**config.mk**
```make
export PLATFORM = sky130hd
export DESIGN_NAME = uart_tx_arbiter
export DESIGN_NICKNAME = d
export VERILOG_FILES = /design/src/rtl/uart_tx_arbiter.sv
export SDC_FILE = /design/constraint.sdc
export NUM_CORES = 1
export LEC_CHECK = 0
export ABC_CLOCK_PERIOD_IN_PS = 4400
export BUFFER_PORTS_ARGS = -buffer_cell sky130_fd_sc_hd__clkbuf_2
export CORE_MARGIN = 2
export CORE_UTILIZATION = 35
export DETAILED_ROUTE_END_ITERATION = 8
export PLACE_DENSITY = 0.59
export SETUP_SLACK_MARGIN = 0.15
export SYNTH_ARGS = -nofsm -noshare
export SYNTH_HDL_FRONTEND = slang
export SYNTH_SLANG_ARGS = --single-unit
```
**constraint.sdc**
```tcl
create_clock -name clk -period 4.4 [get_ports clk]
set_input_delay 0 -clock clk [delete_from_list [all_inputs] [get_ports clk]]
set_output_delay 0 -clock clk [all_outputs]
set_load 0.02 [all_outputs]
```
**src/rtl/uart_tx_arbiter.sv**
```systemverilog
// uart_tx_arbiter: two-requester front end for a byte-wide UART transmitter.
// Each grant sends one 16-bit frame as two bytes, high byte first. A per-byte
// timer aborts the frame if the transmitter never reports done, and ties
// between requesters are broken in favour of whoever was not served last.
module uart_tx_arbiter #(
  parameter int TIMEOUT_CYCLES = 60000
) (
  input  logic        clk,
  input  logic        rst_n,
  input  logic        req0,
  input  logic [15:0] data0,
  input  logic        req1,
  input  logic [15:0] data1,
  output logic        ack0,
  output logic        ack1,
  output logic        err0,
  output logic        err1,
  output logic        tx_start,
  output logic [7:0]  tx_data,
  input  logic        tx_done,
  output logic        busy,
  output logic        owner
);

  localparam int TIMER_W = $clog2(TIMEOUT_CYCLES + 1);
  localparam logic [TIMER_W-1:0] TIMER_LAST = TIMER_W'(TIMEOUT_CYCLES - 1);

  typedef enum logic [2:0] {
    IDLE,
    START0,
    WAIT0,
    START1,
    WAIT1,
    FINISH
  } state_t;

  state_t             r_state;
  logic [15:0]        r_buffer;
  logic [TIMER_W-1:0] r_timer;
  logic               r_owner;
  logic               r_lastGrant;
  logic               r_busy;
  logic               r_txStart;
  logic [7:0]         r_txData;
  logic               r_ack0;
  logic               r_ack1;
  logic               r_err0;
  logic               r_err1;

  logic               w_anyReq;
  logic               w_grantSel;
  logic [15:0]        w_grantData;
  logic               w_timerLast;

  // Choose the winner: a lone requester wins, a tie goes to the one not served last
  always_comb begin
    w_anyReq    = req0 | req1;
    w_grantSel  = (req0 && req1) ? ~r_lastGrant : req1;
    w_grantData = w_grantSel ? data1 : data0;
    w_timerLast = (r_timer == TIMER_LAST);
  end

  // Frame sequencer: grant, two start/wait byte phases, then a one-cycle result pulse
  always_ff @(posedge clk) begin
    if (!rst_n) begin
      r_state     <= IDLE;
      r_buffer    <= '0;
      r_timer     <= '0;
      r_owner     <= 1'b0;
      r_lastGrant <= 1'b1;
      r_busy      <= 1'b0;
      r_txStart   <= 1'b0;
      r_txData    <= '0;
      r_ack0      <= 1'b0;
      r_ack1      <= 1'b0;
      r_err0      <= 1'b0;
      r_err1      <= 1'b0;
    end else begin
      r_txStart <= 1'b0;
      r_ack0    <= 1'b0;
      r_ack1    <= 1'b0;
      r_err0    <= 1'b0;
      r_err1    <= 1'b0;
      case (r_state)
        IDLE: begin
          if (w_anyReq) begin
            r_owner   <= w_grantSel;
            r_buffer  <= w_grantData;
            r_busy    <= 1'b1;
            r_txStart <= 1'b1;
            r_txData  <= w_grantData[15:8];
            r_timer   <= '0;
            r_state   <= START0;
          end
        end
        START0: begin
          r_timer <= '0;
          r_state <= WAIT0;
        end
        WAIT0: begin
          if (tx_done) begin
            r_txStart <= 1'b1;
            r_txData  <= r_buffer[7:0];
            r_timer   <= '0;
            r_state   <= START1;
          end else if (w_timerLast) begin
            r_err0  <= ~r_owner;
            r_err1  <= r_owner;
            r_state <= FINISH;
          end else begin
            r_timer <= r_timer + 1'b1;
          end
        end
        START1: begin
          r_timer <= '0;
          r_state <= WAIT1;
        end
        WAIT1: begin
          if (tx_done) begin
            r_ack0  <= ~r_owner;
            r_ack1  <= r_owner;
            r_state <= FINISH;
          end else if (w_timerLast) begin
            r_err0  <= ~r_owner;
            r_err1  <= r_owner;
            r_state <= FINISH;
          end else begin
            r_timer <= r_timer + 1'b1;
          end
        end
        FINISH: begin
          r_lastGrant <= r_owner;
          r_busy      <= 1'b0;
          r_state     <= IDLE;
        end
        default: begin
          r_busy  <= 1'b0;
          r_state <= IDLE;
        end
      endcase
    end
  end

  assign ack0     = r_ack0;
  assign ack1     = r_ack1;
  assign err0     = r_err0;
  assign err1     = r_err1;
  assign tx_start = r_txStart;
  assign tx_data  = r_txData;
  assign busy     = r_busy;
  assign owner    = r_owner;

endmodule
```
==> flow_summary.html, run 1 <==
<table>
<tr><th>Metric</th><th>Value</th></tr>
<tr><th colspan="2">CTS</th></tr>
<tr><td>CTS Root Buffer Type</td><td>sky130_fd_sc_hd__clkbuf_8</td></tr>
<tr><td>Total clock buffers created by CTS</td><td>5</td></tr>
<tr><td>CTS tree</td><td>built</td></tr>
<tr><td>CTS HTree Levels</td><td>2</td></tr>
<tr><td>Hold bufs inserted after CTS</td><td>0</td></tr>
<tr><td>Setup repair bufs after CTS</td><td>0</td></tr>
<tr><td>Worst-path clk slew</td><td>approximately 0.080 ns</td></tr>
<tr><td>Post-CTS Resized</td><td>0</td></tr>
<tr><td>Clock Sinks</td><td>43</td></tr>
<tr><td>CTS max path bufs</td><td>2</td></tr>
<tr><td>Clk_lat worst skew</td><td>roughly 0.29 ns</td></tr>
<tr><th colspan="2">Routing</th></tr>
<tr><td>Residual antenna-violating net count after detailed routing</td><td>0</td></tr>
<tr><td>Remaining DRCs</td><td>0</td></tr>
<tr><td>Detailed-route via count</td><td>about 1700</td></tr>
<tr><td>Routed length per instance</td><td>about 13 µm</td></tr>
<tr><td>Starting DRT DRC Count</td><td>80</td></tr>
<tr><td>Overall routed net length</td><td>between 4 and 5 mm</td></tr>
<tr><td>Via density per instance</td><td>4.93</td></tr>
<tr><td>Detailed-router iteration count before antenna repair</td><td>4</td></tr>
<tr><th colspan="2">Critical path</th></tr>
<tr><td>Type of element capturing the critical path</td><td>register</td></tr>
<tr><td>Worst Setup EP</td><td>tx_data[6]$_SDFFE_PN0P_</td></tr>
<tr><td>Largest stage delay on the critical path</td><td>0.84 ns</td></tr>
<tr><td>Reg2Reg Launch Point</td><td>r_state[1]$_SDFFE_PN0P_</td></tr>
<tr><td>Kind of critical path</td><td>reg -&gt; reg</td></tr>
<tr><td>Ordered cell list for the critical path</td><td>nor3b_2 &gt; a21oi_1 &gt; and2_0 &gt; o2bb2ai_1</td></tr>
<tr><td>Worst EP required</td><td>around 4.6 ns</td></tr>
<tr><td>Type of element launching the critical path</td><td>register</td></tr>
<tr><td>Worst R2R End</td><td>tx_data[6]$_SDFFE_PN0P_</td></tr>
<tr><td>Stages on worst setup path</td><td>4</td></tr>
<tr><td>Cell with the largest stage delay on the worst path</td><td>sky130_fd_sc_hd__nor3b_2</td></tr>
<tr><td>Register-to-register setup slack</td><td>roughly 2.2 ns</td></tr>
<tr><td>Family of cells with the greatest summed delay on the critical path</td><td>simple AND/OR/NAND/NOR gates</td></tr>
<tr><td>Worst-path maximum fanout</td><td>17</td></tr>
<tr><td>CP arrival</td><td>2.42 ns</td></tr>
<tr><td>Timing startpoint of the critical path</td><td>r_state[1]$_SDFFE_PN0P_</td></tr>
<tr><td>Crit path buf inv count</td><td>0</td></tr>
<tr><td>Logic depth of the worst register-to-register path</td><td>4</td></tr>
<tr><th colspan="2">STA</th></tr>
<tr><td>Final Slew Violations</td><td>0</td></tr>
<tr><td>Final period demand of the worst path</td><td>between 2 and 2.5 ns</td></tr>
<tr><td>Hold Vio Cnt, Final</td><td>0</td></tr>
<tr><td>Actual transition at the worst max-transition pin</td><td>approximately 0.93 ns</td></tr>
<tr><td>Final worst clock skew</td><td>roughly 0.0047 ns</td></tr>
<tr><td>Setup violations, final</td><td>0</td></tr>
<tr><td>FMAX</td><td>0.446 GHz</td></tr>
<tr><td>Setup repair after global routing missed its margin</td><td>false</td></tr>
<tr><td>Period utilization</td><td>about half</td></tr>
<tr><td>Sum of negative setup slack</td><td>0 ns</td></tr>
<tr><td>Tightest slew margin relative to the limit</td><td>roughly 37%</td></tr>
<tr><th colspan="2">Placed design</th></tr>
<tr><td>Port bufs</td><td>a little over 50</td></tr>
<tr><td>Dpl hpwl</td><td>between 3 and 4 mm</td></tr>
<tr><td># placed instances</td><td>340</td></tr>
<tr><td>Gpl congestion</td><td>roughly 0.86</td></tr>
<tr><th colspan="2">Floorplanning</th></tr>
<tr><td>Io pins</td><td>between 50 and 60</td></tr>
<tr><td>Width of the chip</td><td>~80 µm</td></tr>
<tr><td>Cell row count</td><td>27</td></tr>
<tr><td>Core outline area</td><td>approximately 5600 µm²</td></tr>
<tr><td>Die Y-Extent</td><td>roughly 80 µm</td></tr>
<tr><td>Initial core utilization</td><td>about 37%</td></tr>
<tr><td>Area of the die</td><td>~6400 µm²</td></tr>
<tr><th colspan="2">GRT</th></tr>
<tr><td>Maximum number of pins on one net before global-route repair</td><td>19</td></tr>
<tr><td>Via count of the first global-routing pass</td><td>between 1500 and 2000</td></tr>
<tr><td>Antenna violations before repair</td><td>0</td></tr>
<tr><td>GR Overflow Total</td><td>0</td></tr>
<tr><td>Wire length of the first global-routing pass</td><td>around 7.5 mm</td></tr>
<tr><td>All-layer global routing usage</td><td>~15%</td></tr>
<tr><th colspan="2">Yosys</th></tr>
<tr><td>Net Count, Synth</td><td>~270</td></tr>
<tr><td>Area leader, netlist</td><td>sky130_fd_sc_hd__dfxtp_1</td></tr>
<tr><td>Total of warnings raised by yosys</td><td>0</td></tr>
<tr><td>Count of distinct cell types in the synthesized netlist</td><td>44</td></tr>
<tr><td>Proportion of netlist area held by the largest area contributor</td><td>a little over two fifths</td></tr>
<tr><td>Synthesized area per cell</td><td>about 9 µm²</td></tr>
<tr><td>Cell types occupying the most area after synthesis</td><td>sky130_fd_sc_hd__dfxtp_1 (42%), sky130_fd_sc_hd__mux2i_1 (8.3%), sky130_fd_sc_hd__nor2_1 (7.4%), sky130_fd_sc_hd__xor2_1 (5.2%), sky130_fd_sc_hd__a21oi_1 (3.4%)</td></tr>
<tr><td>Cell area after synthesis</td><td>between 2000 and 2500 µm²</td></tr>
<tr><td>Post-synthesis instance total</td><td>229</td></tr>
<tr><td>Sequential area share after synthesis</td><td>42.2%</td></tr>
<tr><td>Count of state elements after synthesis</td><td>43</td></tr>
<tr><th colspan="2">Power and ir drop</th></tr>
<tr><td>Worst IR drop on VDD</td><td>between 150 and 200 µV</td></tr>
<tr><td>Pwr per Cell Area</td><td>between 300 and 400 nW/µm²</td></tr>
<tr><td>Reported leakage power</td><td>slightly above 0.001 µW</td></tr>
<tr><th colspan="2">Run status</th></tr>
<tr><td>Result of the run</td><td>finished, final reports clean</td></tr>
<tr><th colspan="2">Finish</th></tr>
<tr><td>Fraction of layout cells with a size suffix above 1</td><td>roughly 25%</td></tr>
<tr><td>Layout overhead on the synthesized area</td><td>20.2%</td></tr>
<tr><td>Diode count</td><td>0</td></tr>
<tr><td>Final net count</td><td>~310</td></tr>
<tr><td>Number of inserted filler cells in the final layout</td><td>582</td></tr>
<tr><td>Count of placed standard cells in the final layout, fillers left out</td><td>~350</td></tr>
<tr><th colspan="2">Min path</th></tr>
<tr><td>Hold Crit Class</td><td>in -&gt; reg</td></tr>
<tr><td>Number of cells on the worst hold path</td><td>2</td></tr>
<tr><th colspan="2">Job</th></tr>
<tr><td>Number of maximum-capacitance violations</td><td>0</td></tr>
</table>
metal layers:
metal | wire [µm] | track usage [%] | up-vias | share of wire (%)
met2 | 2080 | 23.5 | 27 | 47
met3 | 132 | 3.37 | 4 | 3.0
met1 | 2100 | 19.3 | 777 | 48
met4 | 66 | 5.42 | 0 | 1.5
met5 | 0 | 0 | - | 0
li1 | - | - | 908 | -
worst min-delay path by stage:
stage,slack (ns),from,end
global route,0.03,data0[7],r_buffer[7]$_SDFFE_PN0P_
finish,0.02,rst_n,r_lastGrant$_SDFFE_PN1N_
detailed placement,0.32,rst_n,r_lastGrant$_SDFFE_PN1N_
CTS,0.01,rst_n,r_lastGrant$_SDFFE_PN1N_
global placement,0.32,rst_n,r_lastGrant$_SDFFE_PN1N_
floorplan,0.17,tx_done,ack0$_SDFF_PN0_
cell type report:
| class | instances | area (µm²) | share of cell area, % |
|---|---|---|---|
| clock buffer | 5 | 68.8 | 2.81 |
| inverter | 4 | 15.0 | 0.613 |
| multi-input combinational | 168 | 1100 | 44.9 |
| timing repair buffer | 53 | 270 | 11.0 |
| tap | 72 | 90.1 | 3.68 |
| clock inverter | 3 | 43.8 | 1.79 |
| sequential | 43 | 861 | 35.1 |
cell families (layout without fill, tap and decap cells):
| family | Yosys count | after routing | synth area share [%] |
|---|---|---|---|
| AND/OR/NAND/NOR | 92 | 92 | 23.5 |
| AO/OA/AOI/OAI | 44 | 44 | 15.2 |
| flip-flops | 43 | 43 | 42.2 |
| buffers and inverters | 18 | 65 | 3.93 |
| multiplexers | 17 | 17 | 8.35 |
| XOR/XNOR | 13 | 13 | 5.59 |
| adder cells (fa/ha/maj) | 2 | 2 | 1.17 |
cells in the final DEF (no fill, tap or decap), types with 2 or more instances in the layout:
cell,synthesis,routed
sky130_fd_sc_hd__clkbuf_2,0,51
sky130_fd_sc_hd__dfxtp_1,43,43
sky130_fd_sc_hd__nor2_1,40,40
sky130_fd_sc_hd__mux2i_1,17,17
sky130_fd_sc_hd__a21oi_1,14,14
sky130_fd_sc_hd__xor2_1,12,12
sky130_fd_sc_hd__nand3_1,9,9
sky130_fd_sc_hd__a211oi_1,9,9
sky130_fd_sc_hd__nand2_1,9,9
sky130_fd_sc_hd__o2bb2ai_1,8,8
sky130_fd_sc_hd__nand4_1,6,6
sky130_fd_sc_hd__o21ai_0,5,5
sky130_fd_sc_hd__clkbuf_8,0,5
sky130_fd_sc_hd__inv_1,4,4
sky130_fd_sc_hd__nor3_1,4,4
sky130_fd_sc_hd__nor2b_1,3,3
sky130_fd_sc_hd__nor4_1,2,2
sky130_fd_sc_hd__nor3_2,2,2
sky130_fd_sc_hd__nand2b_1,2,2
sky130_fd_sc_hd__and4_1,2,2
sky130_fd_sc_hd__and2_1,2,2
sky130_fd_sc_hd__o211ai_1,2,2
sky130_fd_sc_hd__buf_4,0,2
cells in the mapped netlist (all sizes together):
master,n
nor4,2
and2,3
o211ai,2
clkbuf,7
o21ai,5
dfxtp,43
nand2b,2
a211oi,9
or3,2
a21boi,1
nor3,6
nand4bb,1
mux2i,17
xnor2,1
or4b,1
nor3b,1
nand3,9
nor2b,3
maj3,1
inv,4
a41oi,1
nand4,7
nand4b,1
ha,1
buf,7
and4,2
and3,1
a2bb2oi,1
nor2,40
a221oi,1
o21bai,1
o2bb2ai,8
xor2,12
nand2,10
or4,1
a21oi,14
a22oi,1
registers in the layout (all words and copies together), names as in the netlist:
register	count
r_timer	16
err1	1
tx_data	8
owner	1
busy	1
r_state	3
ack0	1
r_buffer	8
tx_start	1
err0	1
ack1	1
r_lastGrant	1
metrics by stage:
step / utilization, % / instance area [µm²] / hold slack, ns / worst slack, ns / total power [µW]
2_1_floorplan: - / 2040 / 0.169 / 2.55 / 577
3_3_place_gp: 41.9 / 2340 / 0.320 / 2.23 / 628
3_5_place_dp: 41.9 / 2340 / 0.316 / 2.18 / 631
4_1_cts: 44.0 / 2450 / 0.00995 / 2.17 / 939
5_1_grt: 44.0 / 2450 / 0.0273 / 1.93 / 979
6_report: 44.0 / 2450 / 0.0176 / 2.16 / 927
where the power goes:
part,switching [µW],internal [µW],total [µW]
combinational,103,70.4,173
sequential,25.8,421,446
clock,139,169,308
total,267,660,927
Note: power is estimated with default switching activity, not from simulation.
==> inputs of run 2 (changes only) <==
ABC_CLOCK_PERIOD_IN_PS = 1900   (was 4400)
PLACE_DENSITY = 0.61   (was 0.59)
clock period = 1.9 ns   (was 4.4 ns; I/O delays follow)
==> flow_summary.html, run 2 (synthesized netlist as in run 1, its figures left out) <==
<table>
<tr><th>Metric</th><th>Value</th></tr>
<tr><th colspan="2">Run status</th></tr>
<tr><td>Result of the run</td><td>finished, final reports clean</td></tr>
<tr><th colspan="2">GRT</th></tr>
<tr><td>All-layer global routing usage</td><td>13.8%</td></tr>
<tr><td>Wire length of the first global-routing pass</td><td>7.07 mm</td></tr>
<tr><td>Maximum number of pins on one net before global-route repair</td><td>19</td></tr>
<tr><td>Antenna violations before repair</td><td>0</td></tr>
<tr><td>GR Overflow Total</td><td>0</td></tr>
<tr><td>Via count of the first global-routing pass</td><td>between 1500 and 2000</td></tr>
<tr><th colspan="2">Critical path</th></tr>
<tr><td>Ordered cell list for the critical path</td><td>or4b_4 &gt; or4_4 &gt; nand4b_1 &gt; xor2_1 &gt; nor2_1</td></tr>
<tr><td>CP arrival</td><td>just over 2 ns</td></tr>
<tr><td>Worst EP required</td><td>just over 2 ns</td></tr>
<tr><td>Type of element launching the critical path</td><td>register</td></tr>
<tr><td>Type of element capturing the critical path</td><td>register</td></tr>
<tr><td>Worst-path maximum fanout</td><td>8</td></tr>
<tr><td>Kind of critical path</td><td>reg -&gt; reg</td></tr>
<tr><td>Cell with the largest stage delay on the worst path</td><td>sky130_fd_sc_hd__or4b_4</td></tr>
<tr><td>Largest stage delay on the critical path</td><td>approximately 0.54 ns</td></tr>
<tr><th colspan="2">Routing</th></tr>
<tr><td>Overall routed net length</td><td>approximately 4.3 mm</td></tr>
<tr><td>Max layer used</td><td>met4</td></tr>
<tr><td>Detailed-router iteration count before antenna repair</td><td>4</td></tr>
<tr><td>Routed length per instance</td><td>between 10 and 15 µm</td></tr>
<tr><td>Remaining DRCs</td><td>0</td></tr>
<tr><td>Starting DRT DRC Count</td><td>38</td></tr>
<tr><td>Met3 layer wire length in the routed design</td><td>138 µm</td></tr>
<tr><td>Residual antenna-violating net count after detailed routing</td><td>0</td></tr>
<tr><td>Routed met1 length</td><td>~2.1 mm</td></tr>
<tr><td>Via density per instance</td><td>4.94</td></tr>
<tr><td>Detailed-route via count</td><td>~1800</td></tr>
<tr><td>Routed wire length on met2</td><td>approximately 2.0 mm</td></tr>
<tr><th colspan="2">Placed design</th></tr>
<tr><td>Dpl hpwl</td><td>between 3 and 4 mm</td></tr>
<tr><td>Area of placed instances</td><td>approximately 2400 µm²</td></tr>
<tr><td>Gpl congestion</td><td>between 0.7 and 0.8</td></tr>
<tr><td>Port bufs</td><td>slightly above 50</td></tr>
<tr><th colspan="2">CTS</th></tr>
<tr><td>CTS tree</td><td>built</td></tr>
<tr><td>Clk_lat worst skew</td><td>roughly 0.29 ns</td></tr>
<tr><td>Total clock buffers created by CTS</td><td>5</td></tr>
<tr><td>CTS max path bufs</td><td>2</td></tr>
<tr><td>Clock Sinks</td><td>43</td></tr>
<tr><td>Worst-path clk slew</td><td>roughly 0.08 ns</td></tr>
<tr><td>Setup repair bufs after CTS</td><td>0</td></tr>
<tr><td>CTS Root Buffer Type</td><td>sky130_fd_sc_hd__clkbuf_8</td></tr>
<tr><td>CTS HTree Levels</td><td>2</td></tr>
<tr><th colspan="2">STA</th></tr>
<tr><td>Hold Vio Cnt, Final</td><td>0</td></tr>
<tr><td>Actual transition at the worst max-transition pin</td><td>roughly 0.51 ns</td></tr>
<tr><td>Setup repair after global routing missed its margin</td><td>true</td></tr>
<tr><td>Final worst clock skew</td><td>0.00752 ns</td></tr>
<tr><td>Period utilization</td><td>97.7%</td></tr>
<tr><td>Sum of negative setup slack</td><td>0 ns</td></tr>
<tr><td>Setup violations, final</td><td>0</td></tr>
<tr><td>Tightest slew margin relative to the limit</td><td>65.5%</td></tr>
<tr><td>FMAX</td><td>around 0.54 GHz</td></tr>
<tr><td>Final Slew Violations</td><td>0</td></tr>
<tr><td>Final period demand of the worst path</td><td>1.86 ns</td></tr>
<tr><th colspan="2">Finish</th></tr>
<tr><td>Number of inserted filler cells in the final layout</td><td>543</td></tr>
<tr><td>Sequential cell area in the final layout</td><td>867 µm²</td></tr>
<tr><td>Top register by number of flip-flops</td><td>r_timer</td></tr>
<tr><td>Diode count</td><td>0</td></tr>
<tr><td>Most frequent cells in the layout</td><td>sky130_fd_sc_hd__clkbuf_2 (51), sky130_fd_sc_hd__nor2_1 (40), sky130_fd_sc_hd__dfxtp_1 (38), sky130_fd_sc_hd__mux2i_1 (17), sky130_fd_sc_hd__buf_4 (15)</td></tr>
<tr><td>Area of the multi-input gates</td><td>1130 µm²</td></tr>
<tr><td>Flip-flop count of the largest register after layout</td><td>16</td></tr>
<tr><td>Final net count</td><td>~330</td></tr>
<tr><td>Commonest non-fill, non-tap cell in the layout</td><td>sky130_fd_sc_hd__clkbuf_2</td></tr>
<tr><td>Post-route design area</td><td>2560 µm²</td></tr>
<tr><td>Fraction of layout cells with a size suffix above 1</td><td>between 30% and 40%</td></tr>
<tr><td>Layout overhead on the synthesized area</td><td>25.4%</td></tr>
<tr><th colspan="2">Floorplanning</th></tr>
<tr><td>Cell row count</td><td>27</td></tr>
<tr><td>Initial core utilization</td><td>between 30% and 40%</td></tr>
<tr><td>Die Y-Extent</td><td>between 80 and 90 µm</td></tr>
<tr><td>Area of the die</td><td>roughly 6400 µm²</td></tr>
<tr><td>Width of the chip</td><td>80.3 µm</td></tr>
<tr><td>Io pins</td><td>between 50 and 60</td></tr>
<tr><td>Core outline area</td><td>around 5600 µm²</td></tr>
<tr><th colspan="2">Power and ir drop</th></tr>
<tr><td>Worst IR drop on VDD</td><td>between 300 and 400 µV</td></tr>
<tr><td>Pwr per Cell Area</td><td>just under 800 nW/µm²</td></tr>
<tr><td>Reported leakage power</td><td>around 0.0011 µW</td></tr>
<tr><th colspan="2">Job</th></tr>
<tr><td>Number of maximum-capacitance violations</td><td>0</td></tr>
<tr><th colspan="2">Min path</th></tr>
<tr><td>Hold Crit Class</td><td>in -&gt; reg</td></tr>
</table>
-- run 2: report_power, final --
group	total, µW	leakage (µW)	internal [µW]	switching (µW)
Combinational	447	0.000673	190	257
Sequential	1020	0.000354	975	43.0
Clock	565	0.0000412	257	308
-- run 2: final cells by class --
type | count | share of cell area [%]
Timing Repair Buffer | 66 | 14.4
Clock buffer | 6 | 2.84
Tap cell | 72 | 3.52
Inverter | 4 | 0.587
Clock inverter | 2 | 0.489
Multi-Input combinational cell | 168 | 44.2
Sequential cell | 43 | 33.9
-- run 2: path summary, 6_finish.rpt --
kind	slack, ns	cells after the start	endpoint	startpoint
worst min-delay path	0.02	3	r_buffer[5]$_SDFFE_PN0P_	data0[5]
worst min register to register	0.47	1	tx_data[5]$_SDFFE_PN0P_	tx_data[5]$_SDFFE_PN0P_
worst max-delay path	0.04	5	r_timer[7]$_SDFFE_PN0P_	r_timer[8]$_SDFFE_PN0P_
worst max register to register	0.04	5	r_timer[7]$_SDFFE_PN0P_	r_timer[8]$_SDFFE_PN0P_
-- run 2: routing by layer --
layer / GRT usage (%) / up-vias
met3: 2.70 / 4
li1: - / 940
met2: 21.6 / 33
met5: 0 / -
met1: 18.6 / 806
met4: 5.59 / 0
-- run 2: per-stage QoR --
stage	power (µW)	cells	worst slack [ns]	hold slack [ns]	util (%)
3_3_place_gp	1480	353	0.0785	0.317	44.0
4_1_cts	2060	361	0.0447	0.00671	45.5
5_1_grt	2150	361	0.00123	0.0351	45.9
2_1_floorplan	1340	229	0.105	0.169	-
6_report	2030	361	0.0433	0.0174	45.9
3_5_place_dp	1490	353	0.0611	0.324	44.0
-- run 2: what timing repair did --
action,CTS,global route
pin swaps,1,1
endpoints found under the hold margin,0,0
hold buffers,0,0
endpoints found under the setup margin,11,17
resized for setup,1,6
-- run 2: worst max-delay path: cells and delay by family, from the launching register on --
kind          cells  cell delay (ns)
simple gates      4             1.25
flops             1             0.33
xor+xnor          1             0.15
